`config.mk`:
```
export PLATFORM = sky130hd
export DESIGN_NAME = score_accumulator_bcd_flat
export DESIGN_NICKNAME = d
export VERILOG_FILES = /design/src/rtl/score_accumulator_bcd_if.sv /design/src/rtl/score_accumulator_bcd.sv /design/src/flat_wrapper.sv
export SDC_FILE = /design/constraint.sdc
export NUM_CORES = 1
export LEC_CHECK = 0
export CORE_MARGIN = 5
export CORE_UTILIZATION = 54
export CTS_BUF_LIST = sky130_fd_sc_hd__clkbuf_8
export CTS_CLUSTER_SIZE = 10
export DETAILED_ROUTE_END_ITERATION = 10
export PLACE_DENSITY_LB_ADDON = 0.08
export SYNTH_ARGS = -nofsm -noshare
export SYNTH_HDL_FRONTEND = slang
export SYNTH_SLANG_ARGS = --single-unit
```
`constraint.sdc`:
```
create_clock -name clk -period 5.1 [get_ports clk]
set_input_delay 1.53 -clock clk [delete_from_list [all_inputs] [get_ports clk]]
set_output_delay 1.53 -clock clk [all_outputs]
set_load 0.01 [all_outputs]
```
`src/rtl/score_accumulator_bcd_if.sv`:
```
// Hit-detection / score-drawer bus of the score accumulator.
interface score_accumulator_bcd_if #(
  parameter int unsigned NUMBERS = 9,
  parameter int unsigned DIGITS  = 3
);
  logic [NUMBERS-1:0]      SingleHitPulse;
  logic [2:0]              operandHit;
  logic [NUMBERS-1:0][3:0] NumbersToShow;
  logic                    clearScore;
  logic [DIGITS-1:0][3:0]  ScoreToShow;
  logic                    SignToShow;
  logic                    ShowSign;
  logic                    saturated;
  logic                    busy;
  logic                    updated;

  modport master (
    output SingleHitPulse, operandHit, NumbersToShow, clearScore,
    input  ScoreToShow, SignToShow, ShowSign, saturated, busy, updated
  );

  modport slave (
    input  SingleHitPulse, operandHit, NumbersToShow, clearScore,
    output ScoreToShow, SignToShow, ShowSign, saturated, busy, updated
  );
endinterface

```
`src/rtl/score_accumulator_bcd.sv`:
```
// Signed saturating score accumulator with a shift-add-3 BCD readout.
module score_accumulator_bcd #(
  parameter int unsigned NUMBERS   = 9,
  parameter int unsigned DIGITS    = 3,
  parameter int unsigned MAX_SCORE = 999
) (
  input  logic                   clk,
  input  logic                   resetN,
  score_accumulator_bcd_if.slave bus
);
  localparam int unsigned W  = $clog2(MAX_SCORE + 1);
  localparam int unsigned SW = W + 5;
  localparam int unsigned BW = DIGITS * 4;
  localparam int unsigned RW = BW + W;
  localparam int unsigned CW = $clog2(W + 1);

  localparam logic signed [SW-1:0] MAX_S = SW'(MAX_SCORE);
  localparam logic signed [SW-1:0] MIN_S = -MAX_S;

  typedef enum logic [1:0] {S_IDLE, S_PLUS, S_MINUS, S_TIMES} op_state_e;
  typedef enum logic [1:0] {C_IDLE, C_LOAD, C_SHIFT, C_DONE}  conv_state_e;

  op_state_e               op_state_q, op_state_d;
  conv_state_e             conv_state_q, conv_state_d;
  logic signed [SW-1:0]    score_q, score_d;
  logic signed [SW-1:0]    op_res_c, hit_v_c, abs_c;
  logic                    score_chg_c, hit_any_c;
  logic [3:0]              hit_val_c;
  logic                    pending_q, pending_d;
  logic [RW-1:0]           sh_q, sh_d;
  logic [CW-1:0]           iter_q, iter_d;
  logic                    neg_q, neg_d;
  logic [DIGITS-1:0][3:0]  disp_q, disp_d;
  logic                    sign_q, sign_d;
  logic                    show_q, show_d;
  logic                    busy_q, busy_d;
  logic                    upd_q, upd_d;

  // One shift-add-3 iteration over the {bcd, binary} shift register.
  function automatic logic [RW-1:0] dabble_step(input logic [RW-1:0] s);
    logic [RW-1:0] t;
    t = s;
    for (int d = 0; d < int'(DIGITS); d++) begin
      if (t[W + 4*d +: 4] >= 4'd5) t[W + 4*d +: 4] = t[W + 4*d +: 4] + 4'd3;
    end
    return {t[RW-2:0], 1'b0};
  endfunction

  // Lowest-index hit tile wins.
  always_comb begin
    hit_any_c = 1'b0;
    hit_val_c = 4'd0;
    for (int i = int'(NUMBERS) - 1; i >= 0; i--) begin
      if (bus.SingleHitPulse[i]) begin
        hit_any_c = 1'b1;
        hit_val_c = bus.NumbersToShow[i];
      end
    end
  end

  assign hit_v_c = $signed({{(SW-4){1'b0}}, hit_val_c});
  assign abs_c   = score_q[SW-1] ? -score_q : score_q;

  // Operator FSM state register.
  always_ff @(posedge clk or negedge resetN) begin
    if (!resetN) op_state_q <= S_IDLE;
    else         op_state_q <= op_state_d;
  end

  // Operator FSM next state: clear first, then lowest operand bit.
  always_comb begin
    op_state_d = op_state_q;
    if (bus.clearScore)         op_state_d = S_IDLE;
    else if (bus.operandHit[0]) op_state_d = S_PLUS;
    else if (bus.operandHit[1]) op_state_d = S_MINUS;
    else if (bus.operandHit[2]) op_state_d = S_TIMES;
  end

  // Operator FSM output: apply the present operator and clamp.
  always_comb begin
    score_d     = score_q;
    score_chg_c = 1'b0;
    op_res_c    = score_q;
    case (op_state_q)
      S_PLUS:  op_res_c = score_q + hit_v_c;
      S_MINUS: op_res_c = score_q - hit_v_c;
      S_TIMES: op_res_c = score_q * hit_v_c;
      default: op_res_c = score_q;
    endcase
    if (bus.clearScore) begin
      score_d     = '0;
      score_chg_c = 1'b1;
    end else if (hit_any_c && (op_state_q != S_IDLE)) begin
      score_chg_c = 1'b1;
      if (op_res_c > MAX_S)      score_d = MAX_S;
      else if (op_res_c < MIN_S) score_d = MIN_S;
      else                       score_d = op_res_c;
    end
  end

  // Internal score register.
  always_ff @(posedge clk or negedge resetN) begin
    if (!resetN) score_q <= '0;
    else         score_q <= score_d;
  end

  // Converter FSM state register.
  always_ff @(posedge clk or negedge resetN) begin
    if (!resetN) conv_state_q <= C_IDLE;
    else         conv_state_q <= conv_state_d;
  end

  // Converter FSM next state.
  always_comb begin
    conv_state_d = conv_state_q;
    case (conv_state_q)
      C_IDLE:  if (pending_q) conv_state_d = C_LOAD;
      C_LOAD:  conv_state_d = C_SHIFT;
      C_SHIFT: if (iter_q == CW'(W - 1)) conv_state_d = C_DONE;
      C_DONE:  conv_state_d = C_IDLE;
      default: conv_state_d = C_IDLE;
    endcase
  end

  // Converter FSM outputs: snapshot, shift, publish.
  always_comb begin
    pending_d = pending_q;
    sh_d      = sh_q;
    iter_d    = iter_q;
    neg_d     = neg_q;
    disp_d    = disp_q;
    sign_d    = sign_q;
    show_d    = show_q;
    upd_d     = 1'b0;
    busy_d    = (conv_state_d != C_IDLE);
    if (score_chg_c)                             pending_d = 1'b1;
    else if ((conv_state_q == C_IDLE) && pending_q) pending_d = 1'b0;
    case (conv_state_q)
      C_LOAD: begin
        sh_d   = {{BW{1'b0}}, abs_c[W-1:0]};
        neg_d  = score_q[SW-1];
        iter_d = '0;
      end
      C_SHIFT: begin
        sh_d   = dabble_step(sh_q);
        iter_d = iter_q + CW'(1);
      end
      C_DONE: begin
        for (int j = 0; j < int'(DIGITS); j++) begin
          disp_d[j] = sh_q[W + 4*(int'(DIGITS) - 1 - j) +: 4];
        end
        sign_d = neg_q;
        show_d = |sh_q[RW-1:W];
        upd_d  = 1'b1;
      end
      default: ;
    endcase
  end

  // Converter datapath and display registers.
  always_ff @(posedge clk or negedge resetN) begin
    if (!resetN) begin
      pending_q <= 1'b0;
      sh_q      <= '0;
      iter_q    <= '0;
      neg_q     <= 1'b0;
      disp_q    <= '0;
      sign_q    <= 1'b0;
      show_q    <= 1'b0;
      busy_q    <= 1'b0;
      upd_q     <= 1'b0;
    end else begin
      pending_q <= pending_d;
      sh_q      <= sh_d;
      iter_q    <= iter_d;
      neg_q     <= neg_d;
      disp_q    <= disp_d;
      sign_q    <= sign_d;
      show_q    <= show_d;
      busy_q    <= busy_d;
      upd_q     <= upd_d;
    end
  end

  assign bus.ScoreToShow = disp_q;
  assign bus.SignToShow  = sign_q;
  assign bus.ShowSign    = show_q;
  assign bus.busy        = busy_q;
  assign bus.updated     = upd_q;
  assign bus.saturated   = (score_q == MAX_S) || (score_q == MIN_S);
endmodule
```
`src/flat_wrapper.sv`:
```
// flat-port wrapper written by rule: the top's interface ports become plain ports
module score_accumulator_bcd_flat 
#(
  parameter int unsigned NUMBERS   = 9,
  parameter int unsigned DIGITS    = 3,
  parameter int unsigned MAX_SCORE = 999
)
  (clk, resetN, bus_SingleHitPulse, bus_operandHit, bus_NumbersToShow, bus_clearScore, bus_ScoreToShow, bus_SignToShow, bus_ShowSign, bus_saturated, bus_busy, bus_updated);
  score_accumulator_bcd_if #(.NUMBERS(NUMBERS), .DIGITS(DIGITS)) bus_i ();
  input  logic clk;
  input  logic resetN;
  input wire logic [$bits(bus_i.SingleHitPulse)-1:0] bus_SingleHitPulse;
  input wire logic [$bits(bus_i.operandHit)-1:0] bus_operandHit;
  input wire logic [$bits(bus_i.NumbersToShow)-1:0] bus_NumbersToShow;
  input wire logic [$bits(bus_i.clearScore)-1:0] bus_clearScore;
  output wire logic [$bits(bus_i.ScoreToShow)-1:0] bus_ScoreToShow;
  output wire logic [$bits(bus_i.SignToShow)-1:0] bus_SignToShow;
  output wire logic [$bits(bus_i.ShowSign)-1:0] bus_ShowSign;
  output wire logic [$bits(bus_i.saturated)-1:0] bus_saturated;
  output wire logic [$bits(bus_i.busy)-1:0] bus_busy;
  output wire logic [$bits(bus_i.updated)-1:0] bus_updated;
  assign bus_i.SingleHitPulse = bus_SingleHitPulse;
  assign bus_i.operandHit = bus_operandHit;
  assign bus_i.NumbersToShow = bus_NumbersToShow;
  assign bus_i.clearScore = bus_clearScore;
  assign bus_ScoreToShow = bus_i.ScoreToShow;
  assign bus_SignToShow = bus_i.SignToShow;
  assign bus_ShowSign = bus_i.ShowSign;
  assign bus_saturated = bus_i.saturated;
  assign bus_busy = bus_i.busy;
  assign bus_updated = bus_i.updated;
  score_accumulator_bcd #(.NUMBERS(NUMBERS), .DIGITS(DIGITS), .MAX_SCORE(MAX_SCORE)) u_core (.clk(clk), .resetN(resetN), .bus(bus_i));
endmodule
```
==> metrics.yaml <==
drv_cap: 0
synthCells: 791
area_growth_pct: 38.2
fmax_mhz: 144
multi_input_area_um2: 5120
worst_slack_ps: -1850
violations: "setup timing"
regArea_um2: 1580
fillers: 845
ys_async_sr_fraction: 1.00
ant_nets: 0
wl_met1_um: 8280
status: "finished, violations left"
drive_above_1_share: 0.280
p_leak_nw: 4.26
grtUsageTotal: 0.276
first_pass_iters: 5
via_per_inst: 5.86
grt_overflow: 0
crit_fanout: 7
dp_cells: 1123
worst_pin_slew_ps: 1120
yosys_register_bits: 63
cts.sinks: 63
num_rows: 40
hold_slack_ps: 498
highest_layer: "met4"
fin_nets: 1125
wl_met3_um: 965
root_buffer: "clkbuf_8"
pre_cts_ws_ps: -2590
hold_viol_final: 0
power.density_nw_per_um2: 310
rsz0062_at_grt: "true"
yosysTopAreaCell: "dfrtp_1"
start_util: 0.556
min_path_cells: 1
synth_ff_type: "dfrtp_1"
layout.cells.non_filler: 1157
routedWlPerCell_um: 18.0
die_h_um: 122
drc: 0
diodes: 0
htree_levels: 3
first_global_vias: 6732
worst_setup_path_start_kind: "input pin"
vdd_drop_max_mv: 0.246
drt-initial-drc-count: 563
cts_tree: "done"
synth_nets: 932
antenna_found_initial: 0
timing.slew.headroom: 0.251
skew_ps: 12.4
fin_crit_ps: 6950
syn-cell-area_um2: 6730
grt_pass1_wl_um: 32900
die-area_um2: 14800
vias: 6781
gp_congestion: 0.949
cp.required_ps: 5320
clk_path_buf_depth: 2
synth_most_common_cell: "inv_1"
end_kind: "flip-flop"
reg2regPathDepth: 20
coreArea_um2: 12100
hold_path.class: "reg2reg"
avgSynthCellArea_um2: 8.51
routed-wl-met2_um: 10500
die_x_um: 122
setup-violations-final: 15
arrival_ps: 7170
fin_crit_sh: 1.36
dp_hpwl_um: 16100
ys_seq_area_frac: 0.234
ios: 68
clock_latency_ps: 340
synth_top_cell_area_share: 0.234
synth_edf_count: 0
yosys_warnings: 0
path_clk_slew_ps: 70
port_buffers: 67
postCtsHoldBufs: 0
drt-total-wl_um: 20800
grt_max_degree: 40
cts_made_buffers: 9
dpl_cell_area_um2: 8550
synth_cell_type_count: 82
drv_slew: 0
final_area_um2: 9300
synth_commonest_cells: "82 x inv_1, 68 x nand2_1, 67 x ha_1"
p_total_mw: 2.88
crit_type: "in2reg"
synthTopCellsByArea: "dfrtp_1 23%, ha_1 12%, fa_1 6.8%"
where the power goes:
part	internal, mW	switching, mW
Clock	0.326	0.203
Combinational	0.790	0.861
Sequential	0.614	0.0868
Total	1.73	1.15
flip-flops by register name, summed over array words and instances (netlist names):
signal,flops
u_core.score_q,15
u_core.bus.ScoreToShow,12
u_core.sh_q,22
u_core.bus.updated,1
u_core.bus.busy,1
u_core.bus.SignToShow,1
u_core.bus.ShowSign,1
u_core.op_state_q,2
u_core.iter_q,4
u_core.pending_q,1
u_core.conv_state_q,2
u_core.neg_q,1
final timing paths:
check                                                 endpoint  slack [ps]                           from
worst max-delay path            u_core.score_q[11]$_DFFE_PN0P_       -1850          bus_SingleHitPulse[6]
worst min register to register    u_core.iter_q[3]$_DFFE_PN0P_         500   u_core.iter_q[3]$_DFFE_PN0P_
worst min-delay path              u_core.iter_q[3]$_DFFE_PN0P_         500   u_core.iter_q[3]$_DFFE_PN0P_
min in group asynchronous         u_core.pending_q$_DFFE_PN0P_        1300                         resetN
worst max register to register  u_core.score_q[11]$_DFFE_PN0P_          40  u_core.score_q[2]$_DFFE_PN0P_
max in group asynchronous       u_core.score_q[11]$_DFFE_PN0P_        2930                         resetN
per-stage QoR:
| step | setup TNS [ps] | utilization |
|---|---|---|
| 2_1_floorplan | -26970 | - |
| 3_3_place_gp | -35150 | 0.706 |
| 3_5_place_dp | -38010 | 0.706 |
| 4_1_cts | -25680 | 0.748 |
| 5_1_grt | -29290 | 0.768 |
| 6_report | -26720 | 0.768 |
routing by layer:
layer | vias to the layer above | global-route usage
met5 | - | 0
li1 | 3210 | -
met3 | 90 | 0.0348
met4 | 0 | 0.142
met2 | 258 | 0.481
met1 | 3223 | 0.335
timing repair:
item                       in CTS  in global routing
gates resized for setup        61                 39
setup endpoints to repair      15                 15
cloned                          2                  0
pin swaps                      25                 20
setup buffers                  10                  8
cell usage in the layout (no fill, tap or decap), types with 5 or more instances in the layout:
cell type	n
o22ai_1	18
nor3_1	21
o211ai_1	5
nand4_1	5
buf_6	6
ha_1	54
ha_4	13
xor2_1	7
o21a_1	18
fa_1	21
a211oi_2	7
buf_4	144
xnor2_1	14
and2_4	8
nand2b_1	11
nor2b_1	15
a21o_1	8
and2_1	19
a21oi_1	34
o31ai_1	8
nor2_4	5
nor2_1	51
nand3_1	9
dlygate4sd2_1	7
o21ai_0	30
clkdlybuf4s50_1	49
inv_1	77
nand2_1	68
mux2i_1	6
a31oi_1	10
nor4_1	5
clkbuf_8	9
mux2_2	25
a22o_1	6
a311oi_1	5
dfrtp_1	63
critical path: stages:
cell and delay (ps):
buf_6 100, or3_4 370, a221o_1 320, a21oi_4 220, nor2_4 90, buf_6 140, and2_4 160, ha_4 210
fa_1 540, inv_1 50, fa_1 500, inv_2 50, ha_4 230, o21a_1 130, a2111oi_4 420, o31ai_2 140
a21o_1 170, a21o_1 180, nor2_1 100, mux2i_1 100, and3b_2 220, or4_4 430, ha_4 270, buf_6 150
o21a_1 170, a22o_1 170
cell families (layout without fill, tap and decap cells):
| group | count (synthesis) | in the layout | share of synthesized area |
|---|---|---|---|
| simple gates | 254 | 254 | 0.194 |
| compound gates | 209 | 210 | 0.222 |
| buf+inv | 120 | 317 | 0.0717 |
| fa+ha+maj | 90 | 90 | 0.193 |
| flops | 63 | 63 | 0.234 |
| mux | 31 | 31 | 0.0507 |
| xor+xnor | 24 | 24 | 0.0344 |
cell type report:
cell class | instances | share of cell area
multi-input combinational | 609 | 0.550
clock inverter | 7 | 0.0129
timing repair buffer | 217 | 0.197
clock buffer | 9 | 0.0133
tap | 168 | 0.0226
sequential | 63 | 0.169
inverter | 84 | 0.0342
No activity file was read; power rests on OpenSTA's default activity.
